--- config.mk ---
export PLATFORM = sky130hd
export DESIGN_NAME = dmux8way16_buf
export DESIGN_NICKNAME = d
export VERILOG_FILES = /design/src/rtl/dmux8way16_buf.sv
export SDC_FILE = /design/constraint.sdc
export NUM_CORES = 1
export LEC_CHECK = 0
export CORE_MARGIN = 8
export CORE_UTILIZATION = 47
export CTS_CLUSTER_DIAMETER = 150
export DETAILED_ROUTE_END_ITERATION = 6
export HOLD_SLACK_MARGIN = 0.08
export PLACE_DENSITY_LB_ADDON = 0.3
export SETUP_SLACK_MARGIN = 0.3
export SYNTH_ARGS = -nofsm -noshare
export SYNTH_HDL_FRONTEND = slang
export SYNTH_SLANG_ARGS = --single-unit
--- constraint.sdc ---
create_clock -name clock -period 2.4 [get_ports clock]
set_clock_uncertainty 0.15 [all_clocks]
set_input_delay 0.24 -clock clock [delete_from_list [all_inputs] [get_ports clock]]
set_output_delay 0.24 -clock clock [all_outputs]
set_load 0.01 [all_outputs]
--- src/rtl/dmux8way16_buf.sv ---
// Buffered 16-bit 1-to-8 demultiplexer: one producer word is steered into one of eight
// single-entry output registers, each with an independent valid/ready handshake.
module dmux8way16_buf (
  input  logic         clock,
  input  logic         rst_n,
  input  logic [15:0]  in,
  input  logic [2:0]   sel,
  input  logic         in_valid,
  output logic         in_ready,
  output logic [127:0] out,
  output logic [7:0]   out_valid,
  input  logic [7:0]   out_ready,
  output logic [15:0]  count
);

  logic [15:0] r_buf [8];
  logic [7:0]  r_full;
  logic [15:0] r_count;
  logic        w_accept;
  logic [7:0]  w_wr_sel;

  // A full channel can still take a word in the cycle its consumer drains it.
  always_comb begin
    in_ready      = rst_n & (~r_full[sel] | out_ready[sel]);
    w_accept      = in_valid & in_ready;
    w_wr_sel      = 8'h00;
    w_wr_sel[sel] = w_accept;
  end

  always_ff @(posedge clock or negedge rst_n) begin
    if (!rst_n) begin
      for (int k = 0; k < 8; k++) begin
        r_buf[k] <= 16'h0000;
      end
      r_full  <= 8'h00;
      r_count <= 16'h0000;
    end else begin
      for (int k = 0; k < 8; k++) begin
        if (w_wr_sel[k]) begin
          r_buf[k]  <= in;
          r_full[k] <= 1'b1;
        end else if (out_ready[k]) begin
          r_full[k] <= 1'b0;
        end
      end
      if (w_accept) begin
        r_count <= r_count + 16'd1;
      end
    end
  end

  always_comb begin
    for (int k = 0; k < 8; k++) begin
      out[16*k +: 16] = r_buf[k];
    end
    out_valid = r_full;
    count     = r_count;
  end

endmodule

==> reports/metrics.yaml, run 1 <==
vias: 4238
crit_path_start: "out_ready[1]"
antenna_left: 0
place.gp.congestion: 0.813
timing.rr.start: "out_valid[6]$_DFFE_PN0P_"
p_leak_nw: 4.06
number_of_global_route_vias_before_repair: 4681
final_common_cell: "clkdlybuf4s50_1"
fraction_of_layout_instances_using_a_drive_strength_above_1: 0.329
reg2reg_slack_ns: 0.28
cp-endpoint: "out[31]$_DFFE_PN0P_"
drtPass1Iterations: 4
maxSlewViolCount: 0
hold_viol: 0
outcome: "finished clean"
cts_tree: "done"
drv_cap: 0
clkLatencyLatePin_ns: 0.42
layout_worst_path_cycle_share: 0.893
slew_headroom: 0.540
initialDrtViolationCount: 241
critPathLaunchType: "input port"
antenna_cells: 0
coreArea_um2: 13000
worstRegToRegCells: 7
synth_seq_cells: 152
detail_route.wirelength_um: 17300
final_design_area_no_fill_um2: 9190
port_buffers: 182
antenna_violations_before_repair: 0
worst_hold_slack_ns: 0.116
placed_instance_area_um2: 8420
synth_instances: 398
endpoint_kind: "flop"
part_of_the_yosys_area_used_for_sequential_elements: 0.614
critical-path-slowest-cell: "mux4_2"
via_per_inst: 5.21
synth_cell_types: 37
power-per-cell-area_nw_per_um2: 931
grt_start_max_net_pins: 56
min-delay-path-class: "in -> reg"
layout-area-overhead-vs-synth_pct: 48.3
ir_worst_vdd_uv: 511
die-width_um: 131
global_route_wire_length_before_repair_um: 26100
grt_setup_unrepaired: "true"
globalRouteOverflowTotal: 0
achievable-frequency_mhz: 466
wire_per_inst_um: 21.3
critPathMaxStageDelay_ns: 0.48
syn_nets: 429
yosysWarningCount: 0
critPathKind: "in -> reg"
die_height_um: 131
worstMarginPinSlew_ns: 0.690
die_area_um2: 17100
crit-reg2reg-capture: "out[7]$_DFFE_PN0P_"
cp.arrival_ns: 2.30
cts_made_buffers: 17
path_common_cell: "buf_4"
synthesis.area_per_instance_um2: 15.6
cell_area_after_synthesis_um2: 6190
cts.htree.levels: 4
num-fill-cells: 922
globalRouteTotalUtil: 0.205
critical_path.cell_chain: "clkdlybuf4s50_1 > mux4_2 > buf_4 > o21bai_4 > buf_4 > nand4b_4 > buf_4 > mux2_2"
required_ns: 2.56
initial_core_util: 0.475
cts.root.buffer_cell: "clkbuf_16"
clk_path_buf_depth: 2
path_clk_slew_ns: 0.06
finalCriticalPeriod_ns: 2.14
dpl.hpwl_um: 12200
post-route-drc-count: 0
boundaryPins: 183
worst-path-max-fanout: 7
mostFrequentLayoutCells: "174 x clkdlybuf4s50_1, 152 x dfrtp_1, 92 x mux2_2"
sinks_on_clock_net: 152
setup_viol_count_final: 0
finalNetCount: 658
rows: 42
## Yosys cell counts
| master | number | area [um2] |
|---|---|---|
| mux2_2 | 106 | 1190 |
| a21o_1 | 3 | 22.5 |
| nand4b_1 | 2 | 17.5 |
| a211oi_2 | 1 | 12.5 |
| mux4_2 | 1 | 22.5 |
| nand2_1 | 7 | 26.3 |
| mux2_1 | 7 | 78.8 |
| and3_1 | 9 | 56.3 |
| a21oi_1 | 2 | 10.0 |
| dfrtp_1 | 152 | 3800 |
| nor3_1 | 2 | 10.0 |
| buf_6 | 4 | 45.0 |
| buf_2 | 5 | 25.0 |
| o21bai_4 | 1 | 18.8 |
| mux2_4 | 18 | 270 |
| nor2b_1 | 2 | 12.5 |
| inv_1 | 10 | 37.5 |
| o21ai_1 | 1 | 5.00 |
| nor3b_1 | 1 | 7.51 |
| mux2i_1 | 4 | 40.0 |
| o21ai_2 | 1 | 8.76 |
| a21boi_0 | 1 | 7.51 |
| o2111ai_2 | 2 | 30.0 |
| nor3_4 | 1 | 16.3 |
| nand3_1 | 6 | 30.0 |
| o22ai_1 | 1 | 6.26 |
| and2_1 | 2 | 12.5 |
| buf_4 | 4 | 30.0 |
| a211o_1 | 1 | 8.76 |
| ha_1 | 1 | 12.5 |
| nand4b_4 | 2 | 47.6 |
| buf_8 | 2 | 30.0 |
| nor2_2 | 1 | 6.26 |
| o21ai_0 | 4 | 20.0 |
| nand4_1 | 8 | 50.1 |
| nor2_1 | 8 | 30.0 |
| xnor2_1 | 15 | 131 |
## final cells by class
cell class | count | area (um2) | share of cell area
Multi-Input combinational cell | 221 | 2310 | 0.252
Inverter | 10 | 37.5 | 0.00409
Tap cell | 176 | 220 | 0.0240
Clock buffer | 23 | 478 | 0.0520
Timing Repair Buffer | 225 | 2260 | 0.246
Clock inverter | 7 | 71.3 | 0.00776
Sequential cell | 152 | 3800 | 0.414
## per-stage QoR
step                setup TNS, ns  power [mW]  setup slack (ns)  std cells   util
floorplan                       0        4.44             0.371        398      -
global placement           -10.54        5.97            -0.248        773  0.646
detailed placement         -17.05        6.07            -0.381        773  0.646
CTS                             0        8.59             0.284        811  0.694
global route                    0        8.91             0.198        814  0.705
finish                          0        8.56             0.256        814  0.705
## worst min-delay path by stage
| stage | start | to | cells past startpoint |
|---|---|---|---|
| after global routing | out_ready[0] | out_valid[0]$_DFFE_PN0P_ | 3 |
| after floorplan | rst_n | count[0]$_DFFE_PN0P_ | 0 |
| after detailed placement | rst_n | out_valid[4]$_DFFE_PN0P_ | 2 |
| final | out_ready[0] | out_valid[0]$_DFFE_PN0P_ | 3 |
| after CTS | out_ready[0] | out_valid[0]$_DFFE_PN0P_ | 3 |
| after global placement | rst_n | out_valid[4]$_DFFE_PN0P_ | 2 |
## cells by family after synthesis
| kind of cell | count (synthesis) | share of synthesized area |
|---|---|---|
| DFF | 152 | 0.614 |
| muxes | 136 | 0.259 |
| and+or+nand+nor | 51 | 0.0521 |
| buffers and inverters | 25 | 0.0271 |
| AOI/OAI and AO/OA | 18 | 0.0242 |
| xor gates and xnor gates | 15 | 0.0212 |
| adders and majority gates | 1 | 0.00202 |
## worst max-delay path, delay by kind of cell
family | cells | cell delay (ns)
buf+inv | 4 | 0.94
simple gates | 1 | 0.09
compound gates | 1 | 0.19
mux | 2 | 0.82
## timing repair
action                                  CTS  global route
pin swaps                                 5             3
endpoints found under the setup margin   62            59
hold buffers                              2             0
setup buffers                             6             1
cloned                                    0             2
resized for setup                        16            22
hold endpoints to repair                 98             0
## where the power goes
part | internal, mW | total (mW) | switching (mW)
Sequential | 3.16 | 3.53 | 0.376
Clock | 1.49 | 2.49 | 0.999
Combinational | 1.59 | 2.53 | 0.938
## sequential cells by signal, summed over array words and instances, names as in the netlist
signal	count
out_valid	8
count	16
out	128
## per-layer routing
| metal | up-vias | track usage | routed length, um |
|---|---|---|---|
| li1 | 1872 | - | - |
| met1 | 2189 | 0.234 | 6560 |
| met2 | 144 | 0.339 | 8970 |
| met3 | 33 | 0.0743 | 1410 |
| met4 | 0 | 0.0905 | 384 |
| met5 | - | 0 | 0 |
Note: power is estimated with default switching activity, not from simulation.
==> run 2: changes to the inputs <==
--- a/config.mk
+++ b/config.mk
@@ -5,6 +5,7 @@
 export SDC_FILE = /design/constraint.sdc
 export NUM_CORES = 1
 export LEC_CHECK = 0
+export CORE_ASPECT_RATIO = 1.5
 export CORE_MARGIN = 8
 export CORE_UTILIZATION = 47
 export CTS_CLUSTER_DIAMETER = 150
==> run 2 against run 1 <==
- non-clock buffer count rose by 1
- worst hold slack is essentially flat
- final cell count decreased by 1.6%
- sequential share of layout area about the same
- clock power increased by 14%
- largest cell class unchanged
- highest routed layer is now met5
- via count fell by 0.42%
- first-iteration DRC count down 53%
- clock-buffer cell count down 4
- critical endpoint is now in_ready
- sequential power hardly changed
- register-to-register slack improved by 0.09 ns
- critical path type is now in -> out
- design area is essentially flat
==> reports/metrics.yaml, run 2 (synthesis results as in run 1) <==
die_height_um: 157
achievable-frequency_mhz: 480
hold_viol: 0
worst-path-max-fanout: 7
critical-path-slowest-cell: "clkdlybuf4s15_1"
post-route-drc-count: 0
post-layout-total-power_mw: 8.86
fraction_of_layout_instances_using_a_drive_strength_above_1: 0.334
endpoint_kind: "output port"
finalCriticalPeriod_ns: 2.08
initialDrtViolationCount: 114
power-per-cell-area_nw_per_um2: 964
clk_path_buf_depth: 2
largest_register_ffs: 128
critPathKind: "in -> out"
path_clk_slew_ns: 0.06
wire_per_inst_um: 21.3
cts_made_buffers: 17
antenna_left: 0
die_area_um2: 17200
coreArea_um2: 13000
final_common_cell: "clkdlybuf4s50_1"
preCtsSetupSlack_ns: -0.358
rows: 51
globalRouteTotalUtil: 0.208
fin_ws_ns: 0.318
port_buffers: 182
crit_path_start: "sel[2]"
critPathLaunchType: "input port"
p_leak_nw: 4.09
dpl.hpwl_um: 12200
finalNetCount: 659
timing.rr.start: "out_valid[6]$_DFFE_PN0P_"
drtPass1Iterations: 4
critPathMaxStageDelay_ns: 0.37
antenna_violations_before_repair: 2
slew_headroom: 0.354
grt_start_max_net_pins: 78
cp-endpoint: "in_ready"
maxSlewViolCount: 0
sinks_on_clock_net: 152
initial_core_util: 0.478
min-delay-path-class: "in -> reg"
required_ns: 2.01
globalRouteOverflowTotal: 0
mostFrequentLayoutCells: "172 x clkdlybuf4s50_1, 152 x dfrtp_1, 106 x mux2_2"
critical_path.cell_chain: "clkdlybuf4s15_1 > buf_4 > mux4_2 > nor2_2 > o21ai_2 > and3_1 > buf_2"
global_route_wire_length_before_repair_um: 26900
outcome: "finished clean"
worstMarginPinSlew_ns: 0.968
reg2reg_slack_ns: 0.37
drv_cap: 0
cts_tree: "done"
cts.htree.levels: 4
layout_worst_path_cycle_share: 0.868
worstRegToRegCells: 8
via_per_inst: 5.27
place.gp.congestion: 0.824
clkLatencyLatePin_ns: 0.41
cts.root.buffer_cell: "clkbuf_16"
vias: 4220
boundaryPins: 183
cp.arrival_ns: 1.69
ir_worst_vdd_uv: 672
setup_viol_count_final: 0
number_of_global_route_vias_before_repair: 4825
layout-area-overhead-vs-synth_pct: 48.4
detail_route.wirelength_um: 17100
crit-reg2reg-capture: "count[11]$_DFFE_PN0P_"
die-width_um: 110
grt_setup_unrepaired: "true"
[run 2: changes by cell type in the layout (fill, tap and decap cells not counted), moves of 3 or more]
cell	before	now
bufinv_16	1	4
inv_6	0	3
mux2_2	92	106
mux2_4	32	18
[run 2: metal layers]
layer,part of all wire,vias up,global-route usage
li1,-,1878,-
met1,0.36,2168,0.219
met2,0.54,146,0.361
met3,0.088,26,0.0807
met4,0.015,2,0.0756
met5,0.00076,-,0
[run 2: report_power, final]
part,switching (mW),internal [mW],total [mW]
Combinational,0.929,1.56,2.49
Sequential,0.370,3.16,3.53
Clock,1.06,1.78,2.85
[run 2: worst min-delay path by stage]
stage / slack (ns) / to / from / cells after the start
final: 0.12 / out_valid[4]$_DFFE_PN0P_ / out_ready[4] / 3
after global routing: 0.12 / out_valid[4]$_DFFE_PN0P_ / out_ready[4] / 3
after CTS: 0.1 / out_valid[4]$_DFFE_PN0P_ / out_ready[4] / 3
after detailed placement: -0.05 / out_valid[3]$_DFFE_PN0P_ / rst_n / 1
after global placement: -0.05 / out_valid[7]$_DFFE_PN0P_ / rst_n / 1
after floorplan: -0.21 / count[0]$_DFFE_PN0P_ / rst_n / 0
[run 2: per-stage QoR]
stage                     hold slack (ns)  cell area, um2  setup TNS, ns  cells  utilization
after floorplan                    -0.206            6190              0    398            -
after global placement            -0.0482            8430         -13.97    757        0.651
after detailed placement          -0.0475            8430         -22.32    757        0.651
after CTS                          0.0990            9170              0    800        0.708
after global routing                0.118            9190              0    801        0.709
final                               0.117            9190              0    801        0.709
[run 2: final cells by class]
cell class	count	area (um2)
Multi-Input combinational cell	221	2250
Sequential cell	152	3800
Clock buffer	19	443
Inverter	10	37.5
Clock inverter	13	193
Fill cell	848	3760
Antenna cell	1	2.50
Timing Repair Buffer	226	2260
Tap cell	159	199
[run 2: critical path: cells and delay by family]
family	cells	cell delay, ns
buf+inv	3	0.71
simple gates	2	0.34
mux	1	0.33
compound gates	1	0.08
[run 2: repair_timing]
item	in CTS	in global routing
pin swaps	4	1
hold buffers	4	0
gates resized for setup	17	6
buffers inserted	7	0
setup endpoints to repair	79	83
endpoints found under the hold margin	77	0
==> run 3: changes to the inputs <==
--- a/config.mk
+++ b/config.mk
@@ -5,7 +5,7 @@
 export SDC_FILE = /design/constraint.sdc
 export NUM_CORES = 1
 export LEC_CHECK = 0
-export CORE_ASPECT_RATIO = 1.5
+export CORE_ASPECT_RATIO = 2
 export CORE_MARGIN = 8
 export CORE_UTILIZATION = 47
 export CTS_CLUSTER_DIAMETER = 150
==> run 3 against run 2 <==
- design area up 1.3%
- sequential share of layout area down 0.54 points
- sequential power about the same
==> reports/metrics.yaml, run 3 (synthesis results as in run 1) <==
outcome: "finished clean"
die-width_um: 97.2
grt_setup_unrepaired: "true"
via_per_inst: 5.30
initialDrtViolationCount: 120
crit-reg2reg-capture: "out[68]$_DFFE_PN0P_"
path_clk_slew_ns: 0.07
cts.root.buffer_cell: "clkbuf_16"
worstMarginPinSlew_ns: 0.820
finalCriticalPeriod_ns: 2.32
cts.htree.levels: 4
hold_viol: 0
coreArea_um2: 12900
clk_path_buf_depth: 2
sinks_on_clock_net: 152
setup_viol_count_final: 0
placed_instance_area_um2: 8430
layout_worst_path_cycle_share: 0.965
post-layout-total-power_mw: 8.57
antenna_cells: 0
vias: 4243
maxSlewViolCount: 0
power-per-cell-area_nw_per_um2: 920
layout-area-overhead-vs-synth_pct: 50.3
num-fill-cells: 866
critPathLaunchType: "flop"
endpoint_kind: "flop"
drv_cap: 0
largest_register_ffs: 128
critPathKind: "reg -> reg"
achievable-frequency_mhz: 432
footprint_of_the_multi_input_gates_um2: 2330
slew_headroom: 0.453
fraction_of_layout_instances_using_a_drive_strength_above_1: 0.350
die_area_um2: 17300
final_common_cell: "clkdlybuf4s50_1"
post-route-drc-count: 0
cts_made_buffers: 17
setup_total_negative_slack_ns: 0
detail_route.wirelength_um: 18200
initial_core_util: 0.479
grt_start_max_net_pins: 151
antenna_left: 0
globalRouteOverflowTotal: 0
finalNetCount: 666
layout.area.seq_um2: 3800
p_leak_nw: 4.12
worst-path-max-fanout: 5
drtPass1Iterations: 4
worstRegToRegCells: 10
global_route_wire_length_before_repair_um: 28500
rows: 59
wire_per_inst_um: 22.7
final_core_util: 0.721
boundaryPins: 183
min-delay-path-class: "in -> async"
required_ns: 2.55
antenna_violations_before_repair: 0
timing.rr.start: "out_valid[2]$_DFFE_PN0P_"
reg2reg_slack_ns: 0.08
die_height_um: 178
globalRouteTotalUtil: 0.211
cp.arrival_ns: 2.46
dpl.hpwl_um: 12700
ir_worst_vdd_uv: 686
mostFrequentLayoutCells: "177 x clkdlybuf4s50_1, 152 x dfrtp_1, 96 x mux2_2"
clkLatencyLatePin_ns: 0.41
port_buffers: 182
place.gp.congestion: 0.902
cts_tree: "done"
final_design_area_no_fill_um2: 9310
number_of_global_route_vias_before_repair: 4866
-- run 3: power breakdown --
| group | internal [mW] | switching (mW) |
|---|---|---|
| logic | 1.60 | 0.955 |
| clock network | 1.37 | 1.11 |
| registers | 3.16 | 0.379 |
| total | 6.13 | 2.44 |
-- run 3: critical path, cell delays in order, from the launching register on --
cell and delay (ns):
dfrtp_1 0.39, mux2i_2 0.23, buf_4 0.17, a211oi_4 0.05, buf_4 0.14, buf_6 0.11
o21bai_4 0.15, and3_4 0.25, buf_12 0.12, buf_12 0.11, mux2_2 0.33
-- run 3: metrics by stage --
| step | std cells | hold WS, ns | setup slack, ns |
|---|---|---|---|
| 5_1_grt | 800 | 0.105 | 0.00336 |
| 2_1_floorplan | 398 | -0.206 | 0.371 |
| 4_1_cts | 800 | 0.109 | 0.0844 |
| 6_report | 800 | 0.117 | 0.0831 |
| 3_5_place_dp | 753 | -0.0990 | -0.462 |
| 3_3_place_gp | 753 | -0.100 | -0.362 |
-- run 3: final cells by class --
type,count,share of cell area
clock buffers,19,0.0476
clock inverters,13,0.0117
inverters,10,0.00403
multi-input cells,221,0.250
flip-flops and latches,152,0.409
well taps,152,0.0204
repair buffers,233,0.258
-- run 3: worst max-delay path by stage --
stage | from | endpoint | slack [ns] | depth (start not counted)
final | out_valid[2]$_DFFE_PN0P_ | out[68]$_DFFE_PN0P_ | 0.08 | 10
after global routing | out_valid[2]$_DFFE_PN0P_ | out[68]$_DFFE_PN0P_ | 0.003 | 10
after CTS | out_valid[2]$_DFFE_PN0P_ | in_ready | 0.08 | 6
after detailed placement | sel[1] | out[46]$_DFFE_PN0P_ | -0.46 | 6
after global placement | sel[1] | out[40]$_DFFE_PN0P_ | -0.36 | 6
after floorplan | out_valid[6]$_DFFE_PN0P_ | out[70]$_DFFE_PN0P_ | 0.37 | 7
-- run 3: what timing repair did --
| action | in CTS | in global routing |
|---|---|---|
| hold endpoints to repair | 152 | 0 |
| gates cloned | 2 | 0 |
| setup endpoints to repair | 109 | 76 |
| hold buffers | 1 | 0 |
| pin swaps | 5 | 1 |
| gates resized for setup | 26 | 15 |
| setup buffers | 12 | 0 |
-- run 3: per-layer routing --
layer | wire length [um] | vias up | global-route usage
li1 | - | 1887 | -
met1 | 6560 | 2181 | 0.212
met2 | 10100 | 150 | 0.393
met3 | 1110 | 25 | 0.0690
met4 | 445 | 0 | 0.0794
met5 | 0 | - | 0
